<file path="config.mk">
export PLATFORM = sky130hd
export DESIGN_NAME = mult_sequencer
export DESIGN_NICKNAME = d
export VERILOG_FILES = /design/src/rtl/mult_pkg.sv /design/src/rtl/mult_sequencer.sv
export SDC_FILE = /design/constraint.sdc
export NUM_CORES = 1
export LEC_CHECK = 0
export BUFFER_PORTS_ARGS = -buffer_cell sky130_fd_sc_hd__buf_2
export CAP_MARGIN = 40
export CORE_ASPECT_RATIO = 0.7
export CORE_MARGIN = 3
export CORE_UTILIZATION = 52
export CTS_BUF_LIST = sky130_fd_sc_hd__clkbuf_4
export CTS_CLUSTER_DIAMETER = 40
export DETAILED_ROUTE_END_ITERATION = 10
export PLACE_DENSITY = 0.95
export SYNTH_ARGS = -nofsm -noshare
export SYNTH_HDL_FRONTEND = slang
export SYNTH_SLANG_ARGS = --single-unit
</file>
<file path="constraint.sdc">
create_clock -name clk -period 2.3 [get_ports clk]
set_input_delay 0.46 -clock clk [delete_from_list [all_inputs] [get_ports clk]]
set_output_delay 0.46 -clock clk [all_outputs]
set_load 0.01 [all_outputs]
</file>
<file path="src/rtl/mult_pkg.sv">
// Shared definitions for the HI/LO multiply sequencer and the CPU control unit.
package mult_pkg;

    typedef enum logic [1:0] {
        ST_IDLE   = 2'd0,
        ST_LOAD   = 2'd1,
        ST_WAIT   = 2'd2,
        ST_SETTLE = 2'd3
    } mult_state_e;

    localparam logic [5:0] TIMEOUT_DEF = 6'd63;

endpackage

</file>
<file path="src/rtl/mult_sequencer.sv">
// Drives the external unsigned multiplier for MULT/MULTU and owns the HI/LO registers.
// Signed operands are reduced to magnitudes; the sign is reapplied to the 64-bit product.
module mult_sequencer
    import mult_pkg::*;
#(
    parameter int unsigned TIMEOUT = TIMEOUT_DEF
) (
    input  logic        clk,
    input  logic        rst_n,
    input  logic        req_valid,
    input  logic        req_signed,
    input  logic [31:0] req_a,
    input  logic [31:0] req_b,
    output logic        req_ready,
    output logic        busy,
    output logic        done,
    output logic        err,
    input  logic        hi_we,
    input  logic        lo_we,
    input  logic [31:0] wr_data,
    output logic [31:0] hi,
    output logic [31:0] lo,
    output logic        mul_start,
    output logic [31:0] mul_a,
    output logic [31:0] mul_b,
    input  logic [63:0] mul_product,
    input  logic        mul_ready
);

    // Abort fires on the edge that ends the TIMEOUT-th WAIT cycle.
    localparam logic [5:0] WAIT_LAST = 6'(TIMEOUT - 1);

    mult_state_e state_q;
    logic [31:0] hi_q, lo_q, mul_a_q, mul_b_q;
    logic        mul_start_q, done_q, err_q, neg_q;
    logic [5:0]  wcnt_q;

    logic [31:0] abs_a_d, abs_b_d;
    logic [63:0] prod_d;

    // 32'h80000000 negates to itself, which reads correctly as unsigned 2^31.
    assign abs_a_d = req_a[31] ? (~req_a + 32'd1) : req_a;
    assign abs_b_d = req_b[31] ? (~req_b + 32'd1) : req_b;
    assign prod_d  = neg_q ? (~mul_product + 64'd1) : mul_product;

    always_ff @(posedge clk or negedge rst_n) begin
        if (!rst_n) begin
            state_q     <= ST_IDLE;
            hi_q        <= '0;
            lo_q        <= '0;
            mul_a_q     <= '0;
            mul_b_q     <= '0;
            mul_start_q <= 1'b0;
            done_q      <= 1'b0;
            err_q       <= 1'b0;
            neg_q       <= 1'b0;
            wcnt_q      <= '0;
        end else begin
            done_q      <= 1'b0;
            err_q       <= 1'b0;
            mul_start_q <= 1'b0;
            case (state_q)
                ST_IDLE: begin
                    if (hi_we) hi_q <= wr_data;
                    if (lo_we) lo_q <= wr_data;
                    if (req_valid) begin
                        mul_a_q     <= req_signed ? abs_a_d : req_a;
                        mul_b_q     <= req_signed ? abs_b_d : req_b;
                        neg_q       <= req_signed & (req_a[31] ^ req_b[31]);
                        mul_start_q <= 1'b1;
                        state_q     <= ST_LOAD;
                    end
                end
                ST_LOAD: begin
                    wcnt_q  <= '0;
                    state_q <= ST_WAIT;
                end
                ST_WAIT: begin
                    // Only here is mul_ready trusted; it may still be high from the last op.
                    if (mul_ready) begin
                        state_q <= ST_SETTLE;
                    end else if (wcnt_q == WAIT_LAST) begin
                        err_q   <= 1'b1;
                        state_q <= ST_IDLE;
                    end else begin
                        wcnt_q <= wcnt_q + 6'd1;
                    end
                end
                ST_SETTLE: begin
                    {hi_q, lo_q} <= prod_d;
                    done_q       <= 1'b1;
                    state_q      <= ST_IDLE;
                end
                default: state_q <= ST_IDLE;
            endcase
        end
    end

    assign req_ready = (state_q == ST_IDLE);
    assign busy      = (state_q != ST_IDLE);
    assign done      = done_q;
    assign err       = err_q;
    assign hi        = hi_q;
    assign lo        = lo_q;
    assign mul_start = mul_start_q;
    assign mul_a     = mul_a_q;
    assign mul_b     = mul_b_q;

endmodule

</file>
==> summary.txt <==
Outcome
  – Status: complete, no violations

Floorplan
  – I/O pins: 300
  – Core Region: 15800 sq um
  – Cell Rows: 38
  – DIE WIDTH: between 150 and 200 um
  – Die ar.: ~18000 sq um
  – Initial core utilization: a little over half
  – Vert. Die Dim: 113 um

Timing
  – RSZ-0062 raised after global routing: no
  – Least-Margin Pin Slew: 0.631 ns
  – Hold WS: 0.105 ns
  – Fin. Hold Viols: 0
  – Final min period: 2.10 ns
  – Clock Skew: between 0.015 and 0.02 ns
  – Final setup viols: 0
  – Fmax achieved: 0.476 GHz
  – Max_slew headroom: 57.8%
  – Final worst-path cycle share: 91.3%
  – Final Max Tran Viols: 0
  – TNS Setup: 0 ns

Worst setup path
  – Setup crit end kind: register
  – Crit-path cells: buf_2, inv_1, ha_1, or4b_2, nor4_1, nand4b_1, o31ai_1, xor2_1, a21oi_1
  – Largest stage delay, worst path: 0.65 ns
  – RR Endpoint: neg_q
  – Crit Path Category: primary input to register
  – Crit path from: mul_product[0]
  – Crit path arrival time: 2.55 ns
  – Startpoint Class: primary input
  – Worst setup endpoint: hi[26]
  – Slowest cell on crit path: or4b_2
  – Reg2reg path depth: 6
  – Worst r2r src: state_q[1]
  – Worst R2R Setup Slack: 0.49 ns
  – Critical path peak fanout: 4
  – Worst path required time: between 2 and 3 ns

Synth
  – Cells after Synth: 952
  – Cell area after synthesis: between 8000 and 9000 sq um
  – EDFF count, synth: 0
  – Synth top area share: 41.1%
  – Top post-synthesis cells by count: dfrtp_1, nand2_1, o21ai_0
  – Mux cell area share after synthesis: 1.64%
  – Syn Nets: 1124
  – Dominant synthesized flop cell: dfrtp_1
  – Syn avg cell area: 8.96 sq um
  – Count leader, synth: dfrtp_1
  – Syn. warnings: 0
  – Post-Synth Simple-Gate Area: 19.4%
  – Yosys top cell by area: dfrtp_1
  – Synth async-reset ratio: 100%
  – Synth area leaders: dfrtp_1, xor2_1, o21ai_0, nand2_1, xnor2_1
  – Synth Area in Compound Gates: roughly a fifth
  – Distinct cell type count after synthesis: 54
  – Synth Area in Adders: 0.733%
  – Largest family of logic cells by synthesized area: compound AO/OA/AOI/OAI gates
  – Part of the Yosys area used for sequential elements: 41.1%
  – Yosys reg bits: 140
  – Synth Area in XOR/XNOR: 12.7%

Finish
  – Share of cells above drive strength 1: a little over a third
  – Nets: 1501
  – Non-Filler Instances: 1565
  – Design area: 11400 sq um
  – Layout Utilization: ~72%
  – Area growth, synth to finish: 34.0%

Routing
  – Via count: 8952
  – Drt first pass iters: 5
  – Post-route DRC: 0
  – Drt total wl: 28.0 mm
  – Routed Antenna Nets: 0
  – Drt wl/cell: 17.9 um
  – Via density: roughly 5.7
  – Iter 0 DRT Violations: 792

Placement
  – Dpl hpwl: 21.4 mm
  – PortBufs: 299
  – GP Congestion: 0.907
  – DP Area: around 11000 sq um
  – Placed Cells: 1529

Clocking
  – Clk_lat worst skew: 0.56 ns
  – # H-tree levels: 4
  – TritonCTS clock tree: done
  – Setup Buffers After CTS: 0
  – CTS Buf Count: 17
  – Clock-pin slew on the worst setup and hold paths: 0.13 ns
  – Clock Tree Root: clkbuf_4
  – Clock Path Buffers: 2
  – Sink Count: 140

GRT
  – Met2 usage: a little over half
  – Total grt overflow: 0
  – Largest net degree at the start of global routing: 65
  – First-pass GRT wire length: 44.5 mm
  – Vias in the first global route: around 8.8k
  – Met1 GRT Util: 37.8%
  – Grt peak-use layer: met2
  – Met3 usage: 8.93%
  – Global Route Usage Sum: 30.6%
  – Initial antenna violation count: 2

Pwr
  – Max rail drop VDD: 813 uV
  – Clk network pwr share: 14.2%
  – Sw power: 5.24 mW
  – Flop pwr share: 36.0%
  – Leakage: between 5 and 6 nW
  – Internal power: 7.01 mW
  – Pwr dens: 1070 nW/um^2
  – Sw frac: 42.8%
  – Part of the power in combinational logic: between 40% and 50%

Job
  – Max cap viols: 0

Hold path
  – HP Class: primary input to register
  – Hold path start: mul_ready
-- power groups by stage --
stage / logic [mW] / registers [mW] / clock network (mW)
6_report: 6.10 / 4.41 / 1.73
5_1_grt: 6.71 / 4.54 / 1.87
4_1_cts: 6.10 / 4.39 / 1.75
3_5_place_dp: 6.10 / 4.39 / 0
3_3_place_gp: 5.83 / 4.37 / 0
2_1_floorplan: 3.09 / 4.78 / 0
-- flip-flops by register name, summed over array words and instances, names as in the netlist --
name	cells
hi	32
lo	32
mul_a	32
mul_b	32
wcnt_q	6
state_q	2
done	1
err	1
mul_start	1
neg_q	1
-- worst max-delay path, delay by kind of cell --
family | cells | cell delay (ns)
simple gates | 3 | 1.15
compound gates | 2 | 0.43
buf+inv | 2 | 0.17
xor+xnor | 1 | 0.17
fa+ha+maj | 1 | 0.16
-- logic make-up (layout without fill, tap and decap cells) --
kind of cell / count (synthesis) / after routing
muxes: 14 / 14
xor gates and xnor gates: 124 / 124
other: 0 / 3
adders and majority gates: 5 / 5
DFF: 140 / 140
and+or+nand+nor: 312 / 312
buffers and inverters: 71 / 461
AOI/OAI and AO/OA: 286 / 286
-- metal layers --
| metal | wire, um | part of all wire [%] |
|---|---|---|
| met5 | 0 | 0 |
| met4 | 694 | 2.5 |
| met3 | 2760 | 9.8 |
| met2 | 13600 | 49 |
| met1 | 11000 | 39 |
-- placed cells by master (no fill, tap or decap), drive strengths merged, types with 5 or more instances in the layout --
cell and instances:
a21oi 66, clkinvlp 5, a211oi 45, clkbuf 17, or4 19, or3 19, a22oi 6, o21ai 118
nand4 8, mux2i 14, nor3 16, xor2 77, and2 5, nor4 10, clkinv 7, nor2 42
dfrtp 140, ha 5, nand2 117, nand3 11, buf 412, xnor2 47, nor2b 46, o31ai 32
o41ai 14, inv 16, nand2b 7
-- area by class of cell --
class / count / area, sq um
Multi-Input combinational cell: 741 / 4810
Timing Repair Buffer: 413 / 2470
Tap cell: 220 / 275
Clock inverter: 15 / 173
Antenna cell: 3 / 7.51
Sequential cell: 140 / 3500
Clock buffer: 17 / 128
Fill cell: 1112 / 4360
Inverter: 16 / 61.3
-- how the worst min path moves through the flow --
stage,endpoint,slack [ns],depth (start not counted)
finish,err,0.11,2
global route,err,0.08,2
CTS,err,0.07,2
detailed placement,hi[19],0.43,1
global placement,done,0.43,1
floorplan,done,0.16,0
-- through the flow --
step                      setup WS [ns]  total power, mW
after global placement           -0.389             10.2
after global routing              0.105             13.1
after floorplan                 -0.0439             7.87
final                             0.200             12.2
after CTS                         0.175             12.2
after detailed placement         -0.418             10.5
-- what timing repair did --
action	in CTS	in global routing
endpoints found under the setup margin	0	2
gates resized for setup	0	1
hold buffers	1	0
endpoints found under the hold margin	44	0
Note: power is estimated with default switching activity, not from simulation.
